[src/rtl/udp_pkg.sv]
// udp_pkg: shared state encoding and field widths for the UDP application arbiter.
package udp_pkg;
    typedef enum logic [1:0] {ST_IDLE, ST_GRANT, ST_GAP} state_t;
    localparam int GRANT_W = 3;
    localparam int DATA_W  = 32;
    localparam int KEEP_W  = 4;
    localparam int LEN_W   = 16;
    localparam int IP_W    = 32;
    localparam int PORT_W  = 16;
    localparam int CNT_W   = 7;
endpackage

[src/rtl/rr_arbiter.sv]
// rr_arbiter: picks the lowest requesting index at or after ptr, wrapping modulo N_REQ.
module rr_arbiter
    import udp_pkg::*;
#(
    parameter int N_REQ = 4
) (
    input  logic [N_REQ-1:0]   req,
    input  logic [GRANT_W-1:0] ptr,
    output logic [GRANT_W-1:0] grant_idx,
    output logic               any
);
    localparam int DW = GRANT_W + 1;
    logic [DW-1:0] w_dist;
    logic [DW-1:0] w_best;
    // Distance from ptr decides priority; the smallest distance among requesters wins.
    always_comb begin
        grant_idx = '0;
        w_dist    = '0;
        w_best    = DW'(N_REQ);
        for (int i = 0; i < N_REQ; i++) begin
            w_dist = DW'(i) + ((DW'(i) < {1'b0, ptr}) ? DW'(N_REQ) : '0) - {1'b0, ptr};
            if (req[i] && w_dist < w_best) begin
                w_best    = w_dist;
                grant_idx = GRANT_W'(i);
            end
        end
    end
    assign any = |req;
endmodule

[src/rtl/udp_app_arbiter.sv]
// udp_app_arbiter: packet-granular round-robin sharing of the send_top UDP app input,
// with per-packet header latching, forced termination at MAX_WORDS and an inter-packet gap.
module udp_app_arbiter
    import udp_pkg::*;
#(
    parameter int N_REQ      = 4,
    parameter int GAP_CYCLES = 64,
    parameter int MAX_WORDS  = 64
) (
    input  logic                      clk_32,
    input  logic                      reset_32,
    input  logic                      enable,
    input  logic [N_REQ-1:0]          req_valid,
    input  logic [DATA_W*N_REQ-1:0]   req_data,
    input  logic [KEEP_W*N_REQ-1:0]   req_keep,
    input  logic [N_REQ-1:0]          req_last,
    input  logic [LEN_W*N_REQ-1:0]    req_length,
    input  logic [IP_W*N_REQ-1:0]     req_dest_ip,
    input  logic [PORT_W*N_REQ-1:0]   req_dest_port,
    output logic [N_REQ-1:0]          req_ready,
    output logic                      app_valid,
    output logic [DATA_W-1:0]         app_data,
    output logic [KEEP_W-1:0]         app_keep,
    output logic                      app_last,
    input  logic                      app_ready,
    output logic [LEN_W-1:0]          app_length,
    output logic [IP_W-1:0]           app_dest_ip,
    output logic [PORT_W-1:0]         app_dest_port,
    output logic [GRANT_W-1:0]        grant_id,
    output logic                      busy,
    output logic                      pkt_done,
    output logic                      overrun
);
    state_t              r_state, w_next;
    logic [GRANT_W-1:0]  r_rr_ptr, r_grant_id, w_win;
    logic [CNT_W-1:0]    r_word_cnt;
    logic [15:0]         r_gap_cnt;
    logic [LEN_W-1:0]    r_app_length, w_win_length;
    logic [IP_W-1:0]     r_app_dest_ip, w_win_ip;
    logic [PORT_W-1:0]   r_app_dest_port, w_win_port;
    logic                w_any, w_take, w_in_grant, w_accept, w_forced, w_gap_end;
    logic                w_sel_valid, w_sel_last;
    logic [DATA_W-1:0]   w_sel_data;
    logic [KEEP_W-1:0]   w_sel_keep;

    rr_arbiter #(.N_REQ(N_REQ)) u_rr (
        .req       (req_valid),
        .ptr       (r_rr_ptr),
        .grant_idx (w_win),
        .any       (w_any)
    );

    // Two muxes: the granted source drives the data path, the arbitration winner the header capture.
    always_comb begin
        w_sel_valid  = 1'b0;
        w_sel_last   = 1'b0;
        w_sel_data   = '0;
        w_sel_keep   = '0;
        w_win_length = '0;
        w_win_ip     = '0;
        w_win_port   = '0;
        for (int i = 0; i < N_REQ; i++) begin
            if (r_grant_id == GRANT_W'(i)) begin
                w_sel_valid = req_valid[i];
                w_sel_last  = req_last[i];
                w_sel_data  = req_data[DATA_W*i +: DATA_W];
                w_sel_keep  = req_keep[KEEP_W*i +: KEEP_W];
            end
            if (w_win == GRANT_W'(i)) begin
                w_win_length = req_length[LEN_W*i +: LEN_W];
                w_win_ip     = req_dest_ip[IP_W*i +: IP_W];
                w_win_port   = req_dest_port[PORT_W*i +: PORT_W];
            end
        end
    end

    assign w_in_grant    = r_state == ST_GRANT;
    assign w_forced      = r_word_cnt == CNT_W'(MAX_WORDS - 1);
    assign w_take        = r_state == ST_IDLE && enable && w_any;
    assign w_gap_end     = r_gap_cnt == 16'(GAP_CYCLES - 1);
    assign app_valid     = w_in_grant & w_sel_valid;
    assign app_data      = w_in_grant ? w_sel_data : '0;
    assign app_keep      = w_in_grant ? w_sel_keep : '0;
    assign app_last      = w_in_grant & (w_sel_last | w_forced);
    assign w_accept      = app_valid & app_ready;
    assign pkt_done      = w_accept & app_last;
    assign overrun       = w_accept & w_forced & ~w_sel_last;
    assign req_ready     = (w_in_grant & app_ready) ? N_REQ'(1) << r_grant_id : '0;
    assign busy          = r_state != ST_IDLE;
    assign grant_id      = r_grant_id;
    assign app_length    = r_app_length;
    assign app_dest_ip   = r_app_dest_ip;
    assign app_dest_port = r_app_dest_port;

    always_comb begin
        w_next = r_state;
        if (w_take)
            w_next = ST_GRANT;
        else if (pkt_done)
            w_next = (GAP_CYCLES > 0) ? ST_GAP : ST_IDLE;
        else if (r_state == ST_GAP && w_gap_end)
            w_next = ST_IDLE;
    end

    always_ff @(posedge clk_32 or posedge reset_32) begin
        if (reset_32)
            r_state <= ST_IDLE;
        else
            r_state <= w_next;
    end

    always_ff @(posedge clk_32 or posedge reset_32) begin
        if (reset_32) begin
            r_rr_ptr        <= '0;
            r_grant_id      <= '0;
            r_word_cnt      <= '0;
            r_gap_cnt       <= '0;
            r_app_length    <= '0;
            r_app_dest_ip   <= '0;
            r_app_dest_port <= '0;
        end else begin
            if (w_take) begin
                r_grant_id      <= w_win;
                r_app_length    <= w_win_length;
                r_app_dest_ip   <= w_win_ip;
                r_app_dest_port <= w_win_port;
                r_word_cnt      <= '0;
                r_rr_ptr        <= (w_win == GRANT_W'(N_REQ - 1)) ? '0 : w_win + 1'b1;
            end
            if (w_accept)
                r_word_cnt <= r_word_cnt + 1'b1;
            r_gap_cnt <= (r_state == ST_GAP) ? r_gap_cnt + 16'd1 : '0;
        end
    end
endmodule

[config.mk]
export PLATFORM = sky130hd
export DESIGN_NAME = udp_app_arbiter
export DESIGN_NICKNAME = d
export VERILOG_FILES = /design/src/rtl/udp_pkg.sv /design/src/rtl/rr_arbiter.sv /design/src/rtl/udp_app_arbiter.sv
export SDC_FILE = /design/constraint.sdc
export NUM_CORES = 1
export LEC_CHECK = 0
export CAP_MARGIN = 20
export CORE_AREA = 2 2 203 205
export CTS_BUF_LIST = sky130_fd_sc_hd__clkbuf_8 sky130_fd_sc_hd__clkbuf_16
export DETAILED_ROUTE_END_ITERATION = 10
export DIE_AREA = 0 0 205 207
export GPL_TIMING_DRIVEN = 0
export SLEW_MARGIN = 25
export SYNTH_ARGS = -nofsm -noshare
export SYNTH_HDL_FRONTEND = slang
export SYNTH_SLANG_ARGS = --single-unit
[constraint.sdc]
create_clock -name clk_32 -period 16.2 [get_ports clk_32]
set_input_delay 4.05 -clock clk_32 [delete_from_list [all_inputs] [get_ports clk_32]]
set_output_delay 4.05 -clock clk_32 [all_outputs]
set_load 0.1 [all_outputs]
==> results.sh <==
export IMPL_cpMaxStageDelayCell="clkdlybuf4s50_1"
export IMPL_dp_cells=1854
export IMPL_cp_arrival_ns=6.93
export IMPL_fin_crit_ns=10.98
export IMPL_synth_main_ff_cell="dfrtp_1"
export IMPL_synth_top_area_share_pct=33.26
export IMPL_cts_max_level=3
export IMPL_final_nets=1758
export IMPL_rows=74
export IMPL_port_buffers=522
export IMPL_grt_use_total_pct=18.34
export IMPL_leakagePower_nw=4.982
export IMPL_core_area_um2=40370
export IMPL_run_status="completed"
export IMPL_fmax_mhz=91.10
export IMPL_clock_latency_ns=0.36
export IMPL_postCtsHoldBufs=0
export IMPL_rsz0062_at_grt="false"
export IMPL_grt_max_degree=60
export IMPL_synthTopCellsByCount="93 x dfrtp_1, 82 x nand2_1, 69 x a21oi_1, 69 x nor2b_1, 66 x nor3_1"
export IMPL_slowest_delay_ns=1.23
export IMPL_async_reset_ff_share_pct=100.0
export IMPL_numCtsBuffers=9
export IMPL_ant_nets=0
export IMPL_avgSynthCellArea_um2=8.790
export IMPL_post_drt_wl_per_cell_um=21.34
export IMPL_cts_tree="done"
export IMPL_total_power_w=0.001231
export IMPL_start_util_pct=17.33
export IMPL_routabilityCongestion=0.9370
export IMPL_fin_cells=1876
export IMPL_max_vdd_ir_drop_uv=47.80
export IMPL_period_share_pct=67.76
export IMPL_drt_wl_total_um=40030
export IMPL_synth_area_top_cells="dfrtp_1 33%, mux4_2 12%, a221oi_1 7.9%"
export IMPL_slew_headroom_pct=29.58
export IMPL_hpwl_um=33560
export IMPL_die_area_um2=42440
export IMPL_clk_pin_slew_ns=0.07
export IMPL_maxCapViolCount=0
export IMPL_path_max_fanout=10
export IMPL_hold_viol=0
export IMPL_root_buffer="clkbuf_16"
export IMPL_nFillCells=4275
export IMPL_power_density_nw_per_um2=93.02
export IMPL_io_pin_count=524
export IMPL_avgViaCountPerCell=4.532
export IMPL_firstDrtPassIters=4
export IMPL_worstSetupStartpointType="input pin"
export IMPL_grt_pass1_vias=8768
export IMPL_die_w_um=205
export IMPL_ys_warn_count=0
export IMPL_worst_hold_slack_ns=0.4780
export IMPL_cts_sinks=93
export IMPL_required_ns=12.15
export IMPL_stdcell_area_um2=13230
export IMPL_grt_first_pass_wirelength_um=57050
export IMPL_finalSetupTns_ns=0
export IMPL_finalClockSkew_ns=0.01146
export IMPL_slew_viol_final=0
export IMPL_worst_setup_path_type="in2out"
export IMPL_end_kind="output pin"
export IMPL_num_vias=8502
export IMPL_clk_path_buf_depth=2
export IMPL_synth_edf_count=0
export IMPL_drc_errors=0
export IMPL_syn_to_final_growth_pct=89.13
export IMPL_overflow=0
export IMPL_cpMostUsedCell="clkdlybuf4s50_1"
export IMPL_cts_setup_buffers=0
export IMPL_hold_path_class="reg2reg"
export IMPL_placed_area_um2=12930
export IMPL_tightest_slew_ns=1.053
export IMPL_post_cts_resize_count=0
export IMPL_synthDistinctLibCells=53
export IMPL_drive_above_1_share_pct=6.502
export IMPL_synthCells=796
export IMPL_yosys_area_top_type="dfrtp_1"
export IMPL_synth_area_um2=6997
export IMPL_antenna_found_initial=12
export IMPL_synth_most_common_cell="dfrtp_1"
export IMPL_die_y_um=207
export IMPL_crit_chain="clkdlybuf4s50_1, mux4_2, nand3_2, buf_4, nor4_1, clkdlybuf4s50_1"
export IMPL_drt_iter0_markers=398
export IMPL_ys_seq_area_share_pct=33.26
export IMPL_synth_seq_cells=93
export IMPL_finalSetupViolCount=0
[flip-flops by register name, indices dropped and copies added, names as in the netlist]
name,flops
r_word_cnt,7
app_length,16
r_state,2
r_rr_ptr,2
app_dest_ip,32
r_gap_cnt,16
app_dest_port,16
grant_id,2
[final timing paths]
kind	start	endpoint	slack, ns	depth (start not counted)
hold reg to reg	app_dest_ip[9]	app_dest_ip[9]	0.48	2
max in group asynchronous	reset_32	app_dest_ip[8]	11.51	3
setup reg to reg	r_rr_ptr[0]	app_length[14]	8.89	28
min in group asynchronous	reset_32	app_dest_ip[30]	4.05	2
setup / recovery	req_valid[1]	overrun	5.22	6
hold / removal	app_dest_ip[9]	app_dest_ip[9]	0.48	2
[final cells by class]
class                      count  area [µm²]  share of cell area, %
timing repair buffer         523        5248                  39.66
multi-input combinational    616        4283                  32.37
sequential                    93        2327                  17.59
tap                          532       665.6                  5.030
buffer                        76       345.3                  2.610
clock buffer                   9       225.2                  1.702
clock inverter                 7       66.31                 0.5011
inverter                      14       57.56                 0.4349
antenna                        6       15.01                 0.1135
[power breakdown]
group | switching [W] | internal (W) | total, W
combinational | 0.000462 | 0.000290 | 0.000752
sequential | 0.0000124 | 0.000252 | 0.000264
clock | 0.000106 | 0.000108 | 0.000214
total | 0.000581 | 0.000650 | 0.00123
[metrics by stage]
stage,util [%],worst slack (ns)
finish,32.78,5.223
global route,32.77,5.064
CTS,32.74,5.158
detailed placement,32.02,5.156
global placement,31.95,5.172
floorplan,-,4.651
[worst max-delay path, delay by kind of cell]
kind / cells / cell delay (ns)
buffers and inverters: 3 / 2.03
muxes: 1 / 0.36
and+or+nand+nor: 2 / 0.46
[cells in the final DEF (no fill, tap or decap), drive strengths merged, types with 2 or more instances in the layout]
cell | Yosys | final
buf | 17 | 19
inv | 14 | 18
clkdlybuf4s50 | 0 | 521
dfrtp | 93 | 93
nand4 | 7 | 7
clkbuf | 59 | 68
a211oi | 2 | 2
xor2 | 9 | 9
nor2 | 23 | 23
nand3 | 11 | 11
mux2 | 3 | 3
o211ai | 2 | 2
nand2 | 82 | 82
xnor2 | 4 | 4
or3 | 2 | 2
and4 | 2 | 2
conb | 1 | 4
a221oi | 63 | 63
nor4 | 4 | 4
or2 | 3 | 3
a21oi | 69 | 69
diode | 0 | 6
and2 | 39 | 39
o31ai | 4 | 4
clkinv | 0 | 2
nor3 | 66 | 66
mux4 | 38 | 38
nor2b | 69 | 69
ha | 13 | 13
o21ai | 78 | 78
nand2b | 3 | 3
and3 | 4 | 4
[per-layer routing]
metal	vias to the layer above	global-route usage [%]	part of all wire [%]
met4	2	7.219	2.7
met2	404	34.53	53
li1	4017	-	-
met3	54	4.452	7.7
met1	4025	19.33	36
met5	-	0	0.045
[logic make-up (layout without fill, tap and decap cells)]
kind of cell	after synthesis	count (layout)	share of synthesized area, %
AOI/OAI and AO/OA	224	224	20.24
and+or+nand+nor	320	320	23.89
adders and majority gates	13	13	2.325
xor gates and xnor gates	13	13	1.627
buffers and inverters	90	629	5.686
DFF	93	93	33.26
other	1	10	0.05360
muxes	42	42	12.91
No activity file was read; power rests on OpenSTA's default activity.
